### config.mk
export PLATFORM = sky130hd
export DESIGN_NAME = chrono_lap_core_flat
export DESIGN_NICKNAME = d
export VERILOG_FILES = /design/src/rtl/chrono_lap_core_if.sv /design/src/rtl/chrono_lap_core.sv /design/src/flat_wrapper.sv
export SDC_FILE = /design/constraint.sdc
export NUM_CORES = 1
export LEC_CHECK = 0
export ABC_AREA = 1
export CORE_ASPECT_RATIO = 0.5
export CORE_UTILIZATION = 61
export DETAILED_ROUTE_END_ITERATION = 16
export PLACE_DENSITY = 0.88
export RECOVER_POWER = 50
export SLEW_MARGIN = 0
export SYNTH_ARGS = -nofsm -noshare
export SYNTH_HDL_FRONTEND = slang
export SYNTH_SLANG_ARGS = --single-unit
### constraint.sdc
create_clock -name clk_in -period 8.6 [get_ports clk_in]
set_input_delay 0.86 -clock clk_in [delete_from_list [all_inputs] [get_ports clk_in]]
set_output_delay 0.86 -clock clk_in [all_outputs]
set_load 0.005 [all_outputs]
### src/rtl/chrono_lap_core_if.sv
`default_nettype none
// ============================================================================
// Module      : chrono_lap_core_if
// Description : Button/preset/lap-select inputs and time/lap/status outputs
//               of the stopwatch core, bundled as one interface.
// Revision    : 1.0 - initial release
// ============================================================================
interface chrono_lap_core_if #(
  parameter int LAP_AW = 2
);
  logic              btn_ss;
  logic              btn_lr;
  logic              mode_down;
  logic              load;
  logic [23:0]       preset_bcd;
  logic [LAP_AW-1:0] lap_sel;
  logic [23:0]       time_bcd;
  logic [23:0]       disp_bcd;
  logic [23:0]       lap_rd_bcd;
  logic [LAP_AW:0]   lap_count;
  logic [2:0]        state;
  logic              running;
  logic              lap_hold;
  logic              overflow;
  logic              done;

  // Button/formatter side: drives controls, observes time and status
  modport master (
    output btn_ss, btn_lr, mode_down, load, preset_bcd, lap_sel,
    input  time_bcd, disp_bcd, lap_rd_bcd, lap_count, state,
           running, lap_hold, overflow, done
  );

  // Core side
  modport slave (
    input  btn_ss, btn_lr, mode_down, load, preset_bcd, lap_sel,
    output time_bcd, disp_bcd, lap_rd_bcd, lap_count, state,
           running, lap_hold, overflow, done
  );
endinterface
`default_nettype wire

### src/rtl/chrono_lap_core.sv
`default_nettype none
// ============================================================================
// Module      : chrono_lap_core
// Description : BCD mm:ss:cc stopwatch/timer with up/down count, preset
//               load and a circular lap memory. Single clock domain.
// Revision    : 1.0 - initial release
// ============================================================================
module chrono_lap_core #(
  parameter int TICK_DIV  = 500000,
  parameter int LAP_DEPTH = 4,
  parameter int LAP_AW    = 2
) (
  input  logic                    clk_in,
  input  logic                    reset_n,
  chrono_lap_core_if.slave        bus
);

  localparam int                c_PW       = $clog2(TICK_DIV);
  localparam logic [c_PW-1:0]   c_TICK_MAX = c_PW'(TICK_DIV - 1);
  localparam logic [LAP_AW:0]   c_LAP_FULL = (LAP_AW + 1)'(LAP_DEPTH);

  typedef enum logic [2:0] {
    S_IDLE     = 3'b000,
    S_STOP     = 3'b001,
    S_RUN      = 3'b010,
    S_LAP_RUN  = 3'b011,
    S_LAP_STOP = 3'b100
  } state_t;

  // Digit index 0..5 = c0,c1,s0,s1,m0,m1; tens of seconds/minutes stop at 5
  function automatic logic [3:0] f_lim(input int i);
    return (i == 3 || i == 5) ? 4'd5 : 4'd9;
  endfunction

  // Increment with digit-wise carry; bit 24 flags the 59:59:99 wrap
  function automatic logic [24:0] f_inc(input logic [23:0] t);
    logic [23:0] v;
    logic        c;
    v = t;
    c = 1'b1;
    for (int i = 0; i < 6; i++) begin
      if (c) begin
        if (v[i*4 +: 4] >= f_lim(i)) begin
          v[i*4 +: 4] = 4'd0;
        end else begin
          v[i*4 +: 4] = v[i*4 +: 4] + 4'd1;
          c = 1'b0;
        end
      end
    end
    return {c, v};
  endfunction

  // Decrement with digit-wise borrow
  function automatic logic [23:0] f_dec(input logic [23:0] t);
    logic [23:0] v;
    logic        b;
    v = t;
    b = 1'b1;
    for (int i = 0; i < 6; i++) begin
      if (b) begin
        if (v[i*4 +: 4] == 4'd0) begin
          v[i*4 +: 4] = f_lim(i);
        end else begin
          v[i*4 +: 4] = v[i*4 +: 4] - 4'd1;
          b = 1'b0;
        end
      end
    end
    return v;
  endfunction

  // True when every digit lies inside its field range
  function automatic logic f_valid(input logic [23:0] t);
    logic ok;
    ok = 1'b1;
    for (int i = 0; i < 6; i++) begin
      if (t[i*4 +: 4] > f_lim(i)) ok = 1'b0;
    end
    return ok;
  endfunction

  state_t              r_state;
  logic                r_running;
  logic                r_lap_hold;
  logic                r_ss_old;
  logic                r_lr_old;
  logic                r_mode_down;
  logic [c_PW-1:0]     r_pre;
  logic [23:0]         r_time;
  logic                r_overflow;
  logic                r_done;
  logic [23:0]         r_frozen;
  logic [LAP_AW-1:0]   r_wr_ptr;
  logic [LAP_AW:0]     r_lap_count;
  logic [23:0]         r_lap_rd;
  logic [23:0]         r_lap_mem [LAP_DEPTH];

  state_t              w_state_nxt;
  logic                w_lap_cap;
  logic                w_clear;
  logic                w_ss_ev;
  logic                w_lr_ev;
  logic                w_is_run;
  logic                w_tick;
  logic                w_time_zero;
  logic [24:0]         w_inc_full;
  logic [23:0]         w_dec;
  logic                w_hit_zero;
  logic [LAP_AW-1:0]   w_rd_idx;

  // A press counts only if the other button is not held in the same cycle
  assign w_ss_ev     = bus.btn_ss & ~r_ss_old & ~bus.btn_lr;
  assign w_lr_ev     = bus.btn_lr & ~r_lr_old & ~bus.btn_ss;
  assign w_is_run    = (r_state == S_RUN) || (r_state == S_LAP_RUN);
  assign w_tick      = w_is_run && (r_pre == c_TICK_MAX);
  assign w_time_zero = (r_time == 24'h0);
  assign w_inc_full  = f_inc(r_time);
  assign w_dec       = f_dec(r_time);
  assign w_hit_zero  = w_tick && r_mode_down && (w_dec == 24'h0);
  assign w_rd_idx    = r_wr_ptr - LAP_AW'(1) - bus.lap_sel;

  // Next state from button events; a countdown reaching zero overrides to STOP
  always_comb begin
    w_state_nxt = r_state;
    w_lap_cap   = 1'b0;
    w_clear     = 1'b0;
    case (r_state)
      S_IDLE: begin
        if (w_ss_ev && !(bus.mode_down && w_time_zero)) w_state_nxt = S_RUN;
      end
      S_RUN: begin
        if (w_ss_ev) begin
          w_state_nxt = S_STOP;
        end else if (w_lr_ev) begin
          w_state_nxt = S_LAP_RUN;
          w_lap_cap   = 1'b1;
        end
      end
      S_LAP_RUN: begin
        if (w_ss_ev)      w_state_nxt = S_LAP_STOP;
        else if (w_lr_ev) w_state_nxt = S_RUN;
      end
      S_LAP_STOP: begin
        if (w_ss_ev)      w_state_nxt = S_LAP_RUN;
        else if (w_lr_ev) w_state_nxt = S_STOP;
      end
      S_STOP: begin
        if (w_ss_ev && !(r_mode_down && w_time_zero)) begin
          w_state_nxt = S_RUN;
        end else if (w_lr_ev) begin
          w_state_nxt = S_IDLE;
          w_clear     = 1'b1;
        end
      end
      default: w_state_nxt = S_IDLE;
    endcase
    if (w_hit_zero) w_state_nxt = S_STOP;
  end

  // State register with registered running/lap_hold decodes
  always_ff @(posedge clk_in or negedge reset_n) begin
    if (!reset_n) begin
      r_state    <= S_IDLE;
      r_running  <= 1'b0;
      r_lap_hold <= 1'b0;
    end else begin
      r_state    <= w_state_nxt;
      r_running  <= (w_state_nxt == S_RUN) || (w_state_nxt == S_LAP_RUN);
      r_lap_hold <= (w_state_nxt == S_LAP_RUN) || (w_state_nxt == S_LAP_STOP);
    end
  end

  // Button history for rising-edge detection
  always_ff @(posedge clk_in or negedge reset_n) begin
    if (!reset_n) begin
      r_ss_old <= 1'b0;
      r_lr_old <= 1'b0;
    end else begin
      r_ss_old <= bus.btn_ss;
      r_lr_old <= bus.btn_lr;
    end
  end

  // Centisecond prescaler: runs in RUN/LAP_RUN, holds when stopped, clears in IDLE
  always_ff @(posedge clk_in or negedge reset_n) begin
    if (!reset_n) begin
      r_pre <= '0;
    end else if (r_state == S_IDLE || w_clear) begin
      r_pre <= '0;
    end else if (w_is_run) begin
      r_pre <= w_tick ? '0 : r_pre + c_PW'(1);
    end
  end

  // Time register, direction latch, overflow and done
  always_ff @(posedge clk_in or negedge reset_n) begin
    if (!reset_n) begin
      r_time      <= 24'h0;
      r_mode_down <= 1'b0;
      r_overflow  <= 1'b0;
      r_done      <= 1'b0;
    end else begin
      r_done <= w_hit_zero;
      if (r_state == S_IDLE) r_mode_down <= bus.mode_down;
      if (w_clear) begin
        r_time     <= 24'h0;
        r_overflow <= 1'b0;
      end else if (r_state == S_IDLE) begin
        if (bus.load && f_valid(bus.preset_bcd)) r_time <= bus.preset_bcd;
      end else if (w_tick) begin
        if (r_mode_down) begin
          r_time <= w_dec;
        end else begin
          r_time <= w_inc_full[23:0];
          if (w_inc_full[24]) r_overflow <= 1'b1;
        end
      end
    end
  end

  // Lap bookkeeping: frozen display copy, write pointer and saturating count
  always_ff @(posedge clk_in or negedge reset_n) begin
    if (!reset_n) begin
      r_frozen    <= 24'h0;
      r_wr_ptr    <= '0;
      r_lap_count <= '0;
    end else if (w_clear) begin
      r_wr_ptr    <= '0;
      r_lap_count <= '0;
    end else if (w_lap_cap) begin
      r_frozen <= r_time;
      r_wr_ptr <= r_wr_ptr + LAP_AW'(1);
      if (r_lap_count != c_LAP_FULL) r_lap_count <= r_lap_count + (LAP_AW + 1)'(1);
    end
  end

  // Lap storage; entries beyond lap_count are never read out, so no reset
  always_ff @(posedge clk_in) begin
    if (w_lap_cap) r_lap_mem[r_wr_ptr] <= r_time;
  end

  // Registered lap readout, newest-first, zero for unused slots
  always_ff @(posedge clk_in or negedge reset_n) begin
    if (!reset_n) begin
      r_lap_rd <= 24'h0;
    end else if ({1'b0, bus.lap_sel} < r_lap_count) begin
      r_lap_rd <= r_lap_mem[w_rd_idx];
    end else begin
      r_lap_rd <= 24'h0;
    end
  end

  assign bus.time_bcd   = r_time;
  assign bus.disp_bcd   = r_lap_hold ? r_frozen : r_time;
  assign bus.lap_rd_bcd = r_lap_rd;
  assign bus.lap_count  = r_lap_count;
  assign bus.state      = r_state;
  assign bus.running    = r_running;
  assign bus.lap_hold   = r_lap_hold;
  assign bus.overflow   = r_overflow;
  assign bus.done       = r_done;

endmodule
`default_nettype wire

### src/flat_wrapper.sv
// flat-port wrapper written by rule: the top's interface ports become plain ports
module chrono_lap_core_flat 
#(
  parameter int TICK_DIV  = 500000,
  parameter int LAP_DEPTH = 4,
  parameter int LAP_AW    = 2
)
  (clk_in, reset_n, bus_btn_ss, bus_btn_lr, bus_mode_down, bus_load, bus_preset_bcd, bus_lap_sel, bus_time_bcd, bus_disp_bcd, bus_lap_rd_bcd, bus_lap_count, bus_state, bus_running, bus_lap_hold, bus_overflow, bus_done);
  chrono_lap_core_if #(.LAP_AW(LAP_AW)) bus_i ();
  input  logic clk_in;
  input  logic reset_n;
  input wire logic [$bits(bus_i.btn_ss)-1:0] bus_btn_ss;
  input wire logic [$bits(bus_i.btn_lr)-1:0] bus_btn_lr;
  input wire logic [$bits(bus_i.mode_down)-1:0] bus_mode_down;
  input wire logic [$bits(bus_i.load)-1:0] bus_load;
  input wire logic [$bits(bus_i.preset_bcd)-1:0] bus_preset_bcd;
  input wire logic [$bits(bus_i.lap_sel)-1:0] bus_lap_sel;
  output wire logic [$bits(bus_i.time_bcd)-1:0] bus_time_bcd;
  output wire logic [$bits(bus_i.disp_bcd)-1:0] bus_disp_bcd;
  output wire logic [$bits(bus_i.lap_rd_bcd)-1:0] bus_lap_rd_bcd;
  output wire logic [$bits(bus_i.lap_count)-1:0] bus_lap_count;
  output wire logic [$bits(bus_i.state)-1:0] bus_state;
  output wire logic [$bits(bus_i.running)-1:0] bus_running;
  output wire logic [$bits(bus_i.lap_hold)-1:0] bus_lap_hold;
  output wire logic [$bits(bus_i.overflow)-1:0] bus_overflow;
  output wire logic [$bits(bus_i.done)-1:0] bus_done;
  assign bus_i.btn_ss = bus_btn_ss;
  assign bus_i.btn_lr = bus_btn_lr;
  assign bus_i.mode_down = bus_mode_down;
  assign bus_i.load = bus_load;
  assign bus_i.preset_bcd = bus_preset_bcd;
  assign bus_i.lap_sel = bus_lap_sel;
  assign bus_time_bcd = bus_i.time_bcd;
  assign bus_disp_bcd = bus_i.disp_bcd;
  assign bus_lap_rd_bcd = bus_i.lap_rd_bcd;
  assign bus_lap_count = bus_i.lap_count;
  assign bus_state = bus_i.state;
  assign bus_running = bus_i.running;
  assign bus_lap_hold = bus_i.lap_hold;
  assign bus_overflow = bus_i.overflow;
  assign bus_done = bus_i.done;
  chrono_lap_core #(.TICK_DIV(TICK_DIV), .LAP_DEPTH(LAP_DEPTH), .LAP_AW(LAP_AW)) u_core (.clk_in(clk_in), .reset_n(reset_n), .bus(bus_i));
endmodule
# Word level (Yosys, flattened, before mapping)
# Memory sizes are Yosys's and may differ from the RTL's.
# Cells that the tools add are included.
# word_totals
regBits	106
ram_bits	96
input_bits	32
out_inout_bits	82
wordCells	202
n_memories	1
# classes
n_addsub	17
n_lt_le_gt_ge	13
eq_ne	12
muxes	88
bitwise	9
reduce_logical	43
# memory_table
memory	depth	width	read_ports	rd_ports_with_merged_regs	wr	line_no	source
u_core.r_lap_mem	4	24	1	0	1	chrono_lap_core.sv:97	logic [23:0] r_lap_mem [LAP_DEPTH];
# op_table
operator	count
$mux 24	7
$mux 4	22
$mux 19	3
$logic_not 24->1	2
$mux 1	40
$mux 3	13
$add 4x1->4 const B	6
$logic_not 4->1	6
$sub 4x1->4 const B	6
$reduce_bool 4->1	5
$add 19x1->19 const B	1
$eq 19x19->1 const B	1
$ge 4x4->1 const B	4
$gt 4x4->1 const B	4
$pmux 3 s5	1
$reduce_and 3->1	5
$eq 3x2->1 const B	4
$reduce_bool 2->1	5
$ge 4x3->1 const B	2
$gt 4x3->1 const B	2
$logic_and 1x1->1	8
$eq 3x3->1 const B	2
$reduce_and 2->1	3
$not 1->1	5
17 further kinds	25

# Logic depth before layout (Yosys ltp)
# Gate-level depths: netlist of run 1.
# depth
depth_word	13
mapped_depth	16
ltp_nobuf	16

# Least setup slack after synthesis of run 1
# Ideal clock, no wire load.
# synth_timing
kind	input-to-reg
start	input bus_btn_ss
end	memory u_core.r_lap_mem[0][0] (enable)
setup_time_ns	0.405
arrival_time_ns	2.842
t_required_ns	8.195
path_slack_ns	5.353
path_stages	6
path_buffers	1
cell_sequence	nor3_2 -> inv_1 -> nor2_2 -> clkinv_1 -> clkbuf_1 -> nor2_1
# synth_between
elab_chain_cells	7
elab_cells_between_ends	9
classes_between	5 x mux; 4 x bitwise
# synth_rtl
element	line_no	source
start, declared	flat_wrapper.sv:12	input wire logic [$bits(bus_i.btn_ss)-1:0] bus_btn_ss;
$not 1->1	chrono_lap_core.sv:114	assign w_lr_ev = bus.btn_lr & ~r_lr_old & ~bus.btn_ss;
$and 1x1->1	chrono_lap_core.sv:114	
$mux 1	chrono_lap_core.sv:135	end else if (w_lr_ev) begin
$mux 1 *	chrono_lap_core.sv:133	if (w_ss_ev) begin
$mux 1 *	chrono_lap_core.sv:128	case (r_state)
$mux 1 *	chrono_lap_core.sv:240	if (w_lap_cap) r_lap_mem[r_wr_ptr] <= r_time;
$mux 1 (not written as such) *	chrono_lap_core.sv:240	
end, declared	chrono_lap_core.sv:97	
# Every way passes the cells marked *; elsewhere a longest branch is shown, timed or not.

# Worst setup path in the final report of run 1
# layout_timing
start	input bus_btn_lr
end	memory u_core.r_lap_mem[2][9] (enable)
# layout_between
elab_chain_cells	7
elab_cells_between_ends	9
classes_between	5 x mux; 4 x bitwise
# layout_rtl
element	line_no	source
start, declared	flat_wrapper.sv:13	input wire logic [$bits(bus_i.btn_lr)-1:0] bus_btn_lr;
$and 1x1->1 (2 in series)	chrono_lap_core.sv:114	
$mux 1	chrono_lap_core.sv:135	
$mux 1 *	chrono_lap_core.sv:133	
$mux 1 *	chrono_lap_core.sv:128	
$mux 1 *	chrono_lap_core.sv:240	
$mux 1 (not written as such) *	chrono_lap_core.sv:240	
# Marked as above.

==> results of run 1 <==
[metal layers]
metal,wire length [µm],part of all wire (%),up-vias
li1,-,-,3943
met1,10430,40,4095
met2,12110,47,453
met3,2690,10,68
met4,572,2.2,0
met5,0,0,-
[power groups by stage]
| stage | combinational [µW] | clock, µW | sequential [µW] |
|---|---|---|---|
| floorplan | 1220 | 0 | 1440 |
| global placement | 1810 | 0 | 1550 |
| detailed placement | 1870 | 0 | 1560 |
| CTS | 1900 | 822 | 1550 |
| global route | 2110 | 862 | 1580 |
| finish | 1900 | 814 | 1560 |
[worst max-delay path by stage]
stage,slack [ns],endpoint,start
after global placement,4.77,u_core.r_lap_mem[2][7],bus_btn_lr
final,4.76,u_core.r_lap_mem[2][9],bus_btn_lr
after global routing,4.46,u_core.r_lap_mem[2][2],bus_btn_lr
after floorplan,5.35,u_core.r_lap_mem[0][0],bus_btn_ss
after CTS,5.12,bus_disp_bcd[13],u_core.bus.lap_hold
after detailed placement,4.68,u_core.r_lap_mem[2][11],bus_btn_lr
[area by class of cell]
cell class | count | area share [%]
clock buffers | 23 | 4.014
clock inverters | 9 | 0.9118
inverters | 97 | 3.071
multi-input cells | 769 | 33.40
flip-flops and latches | 202 | 46.36
well taps | 221 | 2.316
repair buffers | 121 | 9.925
[tightest hold or removal path, cell delays in order (launching register included)]
cell     delay [ns]
dfrtp_1        0.34
nand2_1        0.05
o21ai_0        0.06
[cells in the mapped netlist (6+ instances only)]
| library cell | count | area share, % |
|---|---|---|
| nand2_1 | 311 | 12 |
| dfrtp_1 | 106 | 26 |
| o21ai_0 | 106 | 5.3 |
| nor2_1 | 97 | 3.6 |
| edfxtp_1 | 96 | 29 |
| inv_1 | 84 | 3.1 |
| nand3_1 | 49 | 2.4 |
| ha_1 | 28 | 3.5 |
| a21oi_1 | 27 | 1.3 |
| clkbuf_1 | 26 | 0.97 |
| a311oi_1 | 25 | 2.2 |
| nor3_1 | 17 | 0.85 |
| xor2_1 | 12 | 1.0 |
| a22oi_1 | 9 | 0.67 |
| o21ai_1 | 9 | 0.45 |
| inv_2 | 8 | 0.30 |
| buf_1 | 6 | 0.22 |
| nand2_2 | 6 | 0.37 |
| o211ai_1 | 6 | 0.45 |
[metrics by stage]
step | cells | utilization (%) | worst slack (ns) | hold slack (ns)
after floorplan | 1108 | - | 5.353 | 0.4529
after detailed placement | 1410 | 72.22 | 4.677 | 0.4747
final | 1442 | 75.87 | 4.759 | 0.4849
after global placement | 1410 | 72.22 | 4.772 | 0.4689
after global routing | 1442 | 75.87 | 4.464 | 0.5225
after CTS | 1442 | 75.96 | 5.122 | 0.2631
[placed cells by master, fill, tap and decap left out, drive strengths merged]
| cell | n |
|---|---|
| nand2 | 320 |
| o21ai | 117 |
| dfrtp | 106 |
| nor2 | 105 |
| edfxtp | 96 |
| inv | 93 |
| clkdlybuf4s50 | 76 |
| nand3 | 50 |
| dlygate4sd3 | 36 |
| ha | 28 |
| a21oi | 28 |
| a311oi | 25 |
| clkbuf | 24 |
| nor3 | 19 |
| xor2 | 12 |
| clkinv | 11 |
| a22oi | 9 |
| buf | 8 |
| o211ai | 6 |
| a31oi | 6 |
| nand4 | 6 |
| xnor2 | 5 |
| and2 | 5 |
| o21a | 3 |
| a211oi | 3 |
| o221ai | 3 |
| or2 | 2 |
| nand3b | 2 |
| a22o | 2 |
| o22ai | 2 |
| and3 | 2 |
| a32oi | 2 |
| o32ai | 2 |
| bufinv | 2 |
| nor4 | 2 |
| o211a | 1 |
| o21ba | 1 |
| o2111ai | 1 |
[flip-flops by register name, indices dropped and copies added, names as in the netlist, 2 cells and up]
register	flops
u_core.r_lap_mem	96
u_core.bus.lap_rd_bcd	24
u_core.bus.time_bcd	24
u_core.r_frozen	24
u_core.r_pre	19
u_core.bus.lap_count	3
u_core.bus.state	3
u_core.r_wr_ptr	2
[cell families after synthesis]
family / Yosys count
XOR/XNOR: 17
flip-flops: 202
AND/OR/NAND/NOR: 513
adder cells (fa/ha/maj): 28
AO/OA/AOI/OAI: 211
buffers and inverters: 137
==> metrics.md, run 1 <==
| Metric | Value |
|---|---|
| Outcome | `finished, final reports clean` |
| Worst-Skew Late Latency | `roughly 0.5 ns` |
| Worst rel slew slack | `a little over an eighth` |
| TNS Setup | `0 ns` |
| GR Util met3 | `under 10%` |
| Syn Std Cell Area | `roughly 0.010 mm²` |
| Via-to-Cell Ratio | `5.936` |
| Placed inst area | `0.01136 mm²` |
| Reported max-cap violation count | `0` |
| Post-CTS Resized | `0` |
| Multi-input logic area | `between 0.003 and 0.004 mm²` |
| Ys Warns | `0` |
| First-pass GRT wire length | `~42 mm` |
| Final setup fails | `0` |
| Max Clk Rate | `~260 MHz` |
| Ratio of final minimum period to clock period | `44.67%` |
| Worst path bufs/invs | `5` |
| Crit path depth | `8` |
| Initial core utilization | `~64%` |
| CTS buffer count | `18` |
| Fraction of layout cells with a size suffix above 1 | `under 10%` |
| Routing usage on met1 | `around 43%` |
| CP top delay family | `simple AND/OR/NAND/NOR gates` |
| Psw | `between 1500 and 2000 µW` |
| DIE WIDTH | `between 150 and 200 µm` |
| Gpl congestion | `~0.95` |
| Worst EP required | `just under 9 ns` |
| Clock share of power | `a little under a fifth` |
| Internal power component | `between 2000 and 2500 µW` |
| Worst-path clk slew | `about 0.07 ns` |
| Clock Sinks | `between 200 and 250` |
| ANT cells | `0` |
| WP data arrival | `roughly 4.0 ns` |
| Global route hottest layer | `met2` |
| Post-layout instance area | `roughly 0.012 mm²` |
| Top FF cell, synth | `dfrtp_1` |
| Crit path top cell by count | `inv_1` |
| Syn_area_per_cell | `approximately 9.1 µm²` |
| # IOs | `about 110` |
| Post-synthesis mux area share | `0%` |
| Drt pass-1 iters | `6` |
| Initial antenna violation count | `0` |
| RR Endpoint | `u_core.r_lap_mem[2][9]` |
| Fillers | `between 1k and 1.5k` |
| Leakage Power | `slightly above 0.005 µW` |
| Setup repair after global routing missed its margin | `false` |
| Drt total wl | `approximately 26 mm` |
| Sequential power share | `between 30 and 40%` |
| Total Power | `between 4000 and 5000 µW` |
| Worst-margin pin slew | `1.303 ns` |
| Yosys reg bits | `about 200` |
| Final min period | `slightly below 4 ns` |
| Hold buffers post-CTS | `0` |
| Setup Buffers After CTS | `0` |
| Fin. max-slew vios | `0` |
| Placed wire-length estimate | `around 17 mm` |
| Max H-tree Level | `1` |
| Seq/Total Area, Yosys | `55.10%` |
| Met2 Usage GRT | `52.05%` |
| Largest net degree at the start of global routing | `83` |
| Critical path endpoint category | `flop` |
| Hold WC Path Type | `flop to flop` |
| Iter 0 DRT Violations | `851` |
| Delay of the slowest cell on the worst path | `roughly 1.0 ns` |
| Power density over cell area | `roughly 360 mW/mm²` |
| Final Skew | `0.01958 ns` |
| Residual DRC | `0` |
| Combinational share of power | `44.4%` |
| Syn Inst Count | `1108` |
| Sw frac | `42.32%` |
| Avg WL per Cell | `between 15 and 20 µm` |
| Clk buf depth | `3` |
| Clock Tree Root | `clkbuf_16` |
| Hold depth | `2` |
| Number of global-route vias before repair | `roughly 8.2k` |
| Worst Path Max Fanout | `53` |
| CTS tree | `done` |
| Total grt overflow | `0` |
| Synth-to-layout area growth | `18.84%` |
| Buffers on Ports | `~110` |
| Reg area | `0.005535 mm²` |
| Simple-gate share of the synthesized area | `a little over a fifth` |
| Final hold violation count | `0` |
| Main combinational cell family by area after synthesis | `simple AND/OR/NAND/NOR gates` |
| Total track usage | `roughly a third` |
| Critical path class | `primary input to flop` |
| EDFF count, synth | `96` |
| Post-Synth XOR/XNOR Area | `under 10%` |
| Kind of start point of the critical path | `primary input` |
| Full die area | `about 0.017 mm²` |
| Reg2Reg Setup Slack | `5.34 ns` |
| Hold path startpoint | `u_core.r_frozen[21]` |
| Peak VDD IR | `0.2199 mV` |
| Final antenna-violating net count | `0` |
| CP cell instances | `dlygate4sd3_1 > inv_1 > nor3_1 > inv_1 > nor2_1 > clkinv_1 > buf_4 > nor2_2` |
| Netlist cell types | `54` |
| Die H | `between 90 and 100 µm` |
| Vias | `around 8.6k` |
| Core area | `around 0.016 mm²` |
| R2R depth | `6` |
| Row count | `32` |
| Synth Net Count | `between 1k and 1.5k` |
| NumNets Final | `approximately 1.3k` |
| Ys async rst share | `a little over half` |
| Slowest CP cell | `nor2_2` |
| Post-Synth Adder-Cell Area | `under 10%` |
| Synth Area in Compound Gates | `12.88%` |
| End of the worst hold path | `u_core.r_frozen[21]` |
| R2R Path Start | `u_core.r_lr_old` |
Note: power is estimated with default switching activity, not from simulation.
==> inputs of run 2 (changes only) <==
- CORE_UTILIZATION: 61 -> 57
- PLACE_DENSITY: 0.88 -> 0.83
- clock period: 8.6 -> 3.9 ns (I/O delays scaled with it)
==> metrics.md, run 2 (synthesis gave the netlist of run 1 again) <==
| Metric | Value |
|---|---|
| Critical path endpoint category | `primary output` |
| CTS buffer count | `19 (+1)` |
| Gpl congestion | `0.9680 (+2.2%)` |
| Clock Tree Root | `clkbuf_16` |
| Most flops, register | `u_core.r_lap_mem` |
| Worst-Skew Late Latency | `0.50 ns (about the same)` |
| Residual DRC | `0 (unchanged)` |
| Buffers on Ports | `113 (unchanged)` |
| Leakage Power | `0.005142 µW (+0.79%)` |
| Total track usage | `30.01% (-1.4 points)` |
| Row count | `33 (+3.1%)` |
| Final hold violation count | `0 (unchanged)` |
| Violated checks | `capacitance limit, slew limit` |
| Fillers | `1259 (+17%)` |
| Number of global-route vias before repair | `8012 (-2.6%)` |
| TNS Setup | `0 ns (unchanged)` |
| Fraction of layout cells with a size suffix above 1 | `6.585% (+0.44 points)` |
| Peak VDD IR | `0.4674 mV (+110%)` |
| R2R Path Start | `u_core.bus.time_bcd[0]` |
| Placed wire-length estimate | `17.72 mm (+2.5%)` |
| DIE WIDTH | `189.7 µm (+3.4%)` |
| Hold depth | `2 (unchanged)` |
| NumNets Final | `1277 (+0.63%)` |
| Avg WL per Cell | `17.93 µm (+0.22%)` |
| Post-Layout Cell Count | `1457 (+1.0%)` |
| Reported max-cap violation count | `1 (+1)` |
| Initial core utilization | `59.78% (-4.1 points)` |
| Drt total wl | `26.13 mm (+1.3%)` |
| Worst-path clk slew | `0.06 ns (about the same)` |
| Max H-tree Level | `1 (unchanged)` |
| Worst setup path startpoint | `u_core.bus.lap_hold` |
| Fin. max-slew vios | `28 (+28)` |
| Hold WC Path Type | `flop to flop` |
| Worst EP required | `3.51 ns (-5.20 ns)` |
| Clk buf depth | `3 (unchanged)` |
| Via-to-Cell Ratio | `5.838 (-1.6%)` |
| Hold path startpoint | `u_core.r_frozen[10]` |
| Post-layout instance area | `0.01201 mm² (+0.63%)` |
| Max Clk Rate | `337.9 MHz` |
| Die H | `95.88 µm (+3.4%)` |
| Worst Path Max Fanout | `36 (-32%)` |
| Largest net degree at the start of global routing | `59 (-29%)` |
| R2R depth | `14 (+8)` |
| Max FFs per register | `96 (unchanged)` |
| Placed inst area | `0.01142 mm² (+0.46%)` |
| Ratio of final minimum period to clock period | `75.87%` |
| Setup Buffers After CTS | `0 (unchanged)` |
| Iter 0 DRT Violations | `991 (+16%)` |
| Post-layout util | `71.49% (-4.4 points)` |
| Vias | `8506 (-0.62%)` |
| # IOs | `114 (unchanged)` |
| Initial antenna violation count | `0 (unchanged)` |
| Worst rel slew slack | `-4.451% (-18 points)` |
| Critical path class | `flop to primary output` |
| Final setup fails | `0 (unchanged)` |
| Commonest non-fill, non-tap cell in the layout | `nand2_1` |
| Kind of start point of the critical path | `flop` |
| Final Skew | `0.01474 ns (-0.004842 ns)` |
| Core area | `0.01680 mm² (+6.8%)` |
| Most frequent cells in the layout | `nand2_1, o21ai_0, dfrtp_1` |
| Worst-margin pin slew | `1.567 ns (+0.2641 ns)` |
| WP data arrival | `2.57 ns (-1.38 ns)` |
| Power density over cell area | `792.1 mW/mm² (+120%)` |
| Outcome | `finished, violations left` |
| Synth-to-layout area growth | `19.59%` |
| Drt pass-1 iters | `7 (+1)` |
| Placed cells | `1422 (+0.85%)` |
| Full die area | `0.01819 mm² (+6.9%)` |
| Clock Sinks | `202 (unchanged)` |
| Total grt overflow | `0 (unchanged)` |
| Final min period | `just under 3 ns` |
| ANT cells | `0 (unchanged)` |
| Setup repair after global routing missed its margin | `false` |
| First-pass GRT wire length | `41.69 mm (+0.40%)` |
| Final antenna-violating net count | `0 (unchanged)` |
| CTS tree | `done` |
[run 2: cell count changes in the layout (fill, tap and decap cells not counted), moves of 2 or more]
cell	previous run	this run
buf_4	8	12
clkbuf_1	5	7
clkbuf_8	1	3
clkdlybuf4s50_1	76	74
clkinv_2	4	1
dlygate4sd3_1	36	39
[run 2: where the power goes]
part	internal [µW]	total, µW	switching (µW)
clock	1030	1830	799
combinational	1650	4280	2630
sequential	2780	3400	619
[run 2: critical path: stages, from the launching register on]
cell and delay [ns]:
dfrtp_1 1.05, buf_4 0.33, nand2_1 0.07, o21ai_0 0.09, clkdlybuf4s50_1 0.53
[run 2: area by class of cell]
class	instances	area, µm²	share of cell area, %
flip-flops and latches	202	5535	46.07
multi-input cells	769	3990	33.21
repair buffers	128	1234	10.27
clock buffers	27	535.5	4.457
inverters	97	366.6	3.051
well taps	227	284.0	2.364
clock inverters	7	68.82	0.5728
[run 2: path summary, 6_finish.rpt]
path,slack (ns),to
setup / recovery,0.94,bus_disp_bcd[8]
hold / removal,0.49,u_core.r_frozen[10]
setup reg to reg,1.13,u_core.bus.state[1]
hold reg to reg,0.49,u_core.r_frozen[10]
max in group asynchronous,1.03,u_core.bus.lap_rd_bcd[16]
min in group asynchronous,0.75,u_core.r_frozen[11]
[run 2: stage by stage]
step	total power [µW]	setup WS, ns	hold slack [ns]
after global placement	7553	1.172	0.4675
after CTS	9524	0.9291	0.3908
after global routing	10140	0.4969	0.5245
after detailed placement	7658	1.068	0.4763
after floorplan	5862	1.123	0.09441
final	9516	0.9409	0.4912
[run 2: what timing repair did]
action | 4_1_cts | 5_1_grt
hold buffers | 1 | 0
hold endpoints to repair | 56 | 0
resized for setup | 0 | 0
[run 2: per-layer routing]
layer	global-route usage [%]	part of all wire [%]	up-vias
met1	42.70	44	4084
li1	-	-	3956
met4	8.804	2.4	0
met3	4.812	8.5	67
met5	0	0	-
met2	48.08	45	399
==> inputs of run 3 (changes only) <==
- CORE_UTILIZATION: 57 -> 51
- PLACE_DENSITY: 0.83 -> 0.78
- clock period: 3.9 -> 2.45 ns (I/O delays scaled with it)
==> metrics.md, run 3 (synthesis gave the netlist of run 1 again) <==
| Metric | Value |
|---|---|
| Outcome | `finished, final reports clean` |
| Drt total wl | `27.11 mm (+3.7%)` |
| Kind of start point of the critical path | `flop` |
| Worst Path Max Fanout | `10 (-72%)` |
| Vias | `8609 (+1.2%)` |
| Peak VDD IR | `0.5498 mV (+18%)` |
| Worst setup path startpoint | `u_core.bus.time_bcd[3]` |
| Iter 0 DRT Violations | `835 (-16%)` |
| Worst-path clk slew | `0.07 ns (about the same)` |
| R2R Path Start | `u_core.bus.time_bcd[12]` |
| Ratio of final minimum period to clock period | `a little over nine tenths` |
| Total grt overflow | `0 (unchanged)` |
| Row count | `35 (+6.1%)` |
| Largest net degree at the start of global routing | `50 (-15%)` |
| Fraction of layout cells with a size suffix above 1 | `10.05% (+3.5 points)` |
| RR Endpoint | `u_core.bus.time_bcd[22]` |
| ANT cells | `0 (unchanged)` |
| Post-layout util | `66.55% (-4.9 points)` |
| Clock Sinks | `202 (unchanged)` |
| Hold WC Path Type | `primary input to flop` |
| CP cell instances | `buf_4 > inv_1 > o21ai_0 > clkdlybuf4s50_1` |
| WP data arrival | `2.14 ns (-0.43 ns)` |
| Total track usage | `26.92% (-3.1 points)` |
| Gpl congestion | `0.9833 (+1.6%)` |
| Fillers | `1534 (+22%)` |
| Final Skew | `0.01940 ns (+0.004662 ns)` |
| Synth-to-layout area growth | `24.75%` |
| DIE WIDTH | `200.5 µm (+5.7%)` |
| Setup crit end | `bus_disp_bcd[3]` |
| Clk buf depth | `3 (unchanged)` |
| NumNets Final | `1330 (+4.2%)` |
| Worst-margin pin slew | `1.278 ns (-0.2891 ns)` |
| Initial core utilization | `53.35% (-6.4 points)` |
| Avg WL per Cell | `17.58 µm (-2.0%)` |
| Final hold violation count | `0 (unchanged)` |
| Die H | `101.2 µm (+5.6%)` |
| Fin. max-slew vios | `0 (-100%)` |
| Worst rel slew slack | `14.82% (+19 points)` |
| Max Clk Rate | `between 400 and 500 MHz` |
| Critical path class | `flop to primary output` |
| Placed cells | `1505 (+5.8%)` |
| Via-to-Cell Ratio | `5.583 (-4.4%)` |
| Full die area | `0.02030 mm² (+12%)` |
| Slowest CP cell | `clkdlybuf4s50_1` |
| Leakage Power | `0.005378 µW (+4.6%)` |
| Setup repair after global routing missed its margin | `false` |
| Clock Tree Root | `clkbuf_16` |
| Final setup fails | `0 (unchanged)` |
| Final min period | `between 2 and 2.5 ns` |
| Worst EP required | `2.20 ns (-1.31 ns)` |
| Residual DRC | `0 (unchanged)` |
| First-pass GRT wire length | `43.04 mm (+3.2%)` |
| Reported max-cap violation count | `0 (-1)` |
| Placed wire-length estimate | `19.00 mm (+7.2%)` |
| Drt pass-1 iters | `6 (-1)` |
| CTS buffer count | `19 (unchanged)` |
| Max H-tree Level | `1 (unchanged)` |
| Most frequent cells in the layout | `nand2_1, o21ai_0, dfrtp_1` |
| Number of global-route vias before repair | `8263 (+3.1%)` |
| CTS tree | `done` |
| Commonest non-fill, non-tap cell in the layout | `nand2_1` |
| Initial antenna violation count | `0 (unchanged)` |
| R2R depth | `9 (-5)` |
| Delay of the slowest cell on the worst path | `0.57 ns (-0.48 ns)` |
| Buffers on Ports | `113 (unchanged)` |
| Reg2Reg Setup Slack | `0.18 ns (-0.95 ns)` |
| Power density over cell area | `1270 mW/mm² (+60%)` |
| Final antenna-violating net count | `0 (unchanged)` |
| Post-Layout Cell Count | `1542 (+5.8%)` |
| Critical path endpoint category | `primary output` |
| Most flops, register | `u_core.r_lap_mem` |
| Core area | `0.01883 mm² (+12%)` |
| Max FFs per register | `96 (unchanged)` |
| Worst-Skew Late Latency | `0.50 ns (about the same)` |
| # IOs | `114 (unchanged)` |
[run 3: changes by cell type in the layout (fill, tap and decap cells not counted), moves of 3 or more]
cell             previous run  this run
clkdlybuf4s50_1            74        77
dlygate4sd3_1              39        36
buf_12                      0         6
buf_4                      12        41
inv_2                       8        11
clkbuf_1                    7        23
inv_1                      84        81
[run 3: worst min path at each step]
stage          depth (start not counted)  slack (ns)           from            endpoint
6_report                               3        0.36  bus_mode_down  u_core.r_mode_down
4_1_cts                                1        0.24     bus_btn_lr     u_core.r_lr_old
3_3_place_gp                           1        0.31        reset_n     u_core.r_pre[0]
3_5_place_dp                           1        0.32        reset_n     u_core.r_pre[5]
2_1_floorplan                          0       -0.05        reset_n     u_core.bus.done
5_1_grt                                1        0.38     bus_btn_lr     u_core.r_lr_old
[run 3: report_power, final]
group	switching (µW)	total (µW)	internal (µW)	leakage, µW
Clock	1260	3090	1830	0.000324
Sequential	416	4860	4440	0.00225
Combinational	4920	7970	3050	0.00281
[run 3: what timing repair did]
| item | 4_1_cts | 5_1_grt |
|---|---|---|
| pin swaps | 0 | 1 |
| endpoints found under the hold margin | 41 | 0 |
| hold buffers | 1 | 0 |
| resized for setup | 1 | 8 |
| setup endpoints to repair | 3 | 6 |
| setup buffers | 0 | 2 |
[run 3: metal layers]
metal  global-route usage (%)  vias to the layer above  wire length (µm)
li1                         -                     4065                 -
met1                    37.94                     4078             11970
met2                    43.38                      395             12210
met3                    3.925                       71              2157
met4                    9.160                        0               767
met5                        0                        -                 0
[run 3: through the flow]
stage / hold slack (ns) / setup WS (ns) / setup TNS, ns / power, µW / instance area, µm²
2_1_floorplan: -0.05059 / -0.3194 / -30.67 / 9331 / 10050
4_1_cts: 0.2434 / 0.1147 / 0 / 16030 / 12580
6_report: 0.3637 / 0.06501 / 0 / 15920 / 12530
3_5_place_dp: 0.3187 / 0.1191 / 0 / 12870 / 11920
5_1_grt: 0.3776 / 0.007065 / 0 / 16940 / 12530
3_3_place_gp: 0.3105 / 0.2109 / 0 / 12660 / 11920
[run 3: area by class of cell]
class                           instances  area, µm²  area share (%)
Tap cell                              259      324.1           2.586
Timing Repair Buffer                  181       1640           13.09
Inverter                               97      366.6           2.925
Clock buffer                           28      570.5           4.553
Sequential cell                       202       5537           44.18
Clock inverter                          6      83.83          0.6689
Multi-Input combinational cell        769       4010           32.00
[run 3: critical path: cells and delay by family (launching register included)]
family	cells	cell delay, ns
AOI/OAI and AO/OA	1	0.32
buffers and inverters	3	0.93
DFF	1	0.39
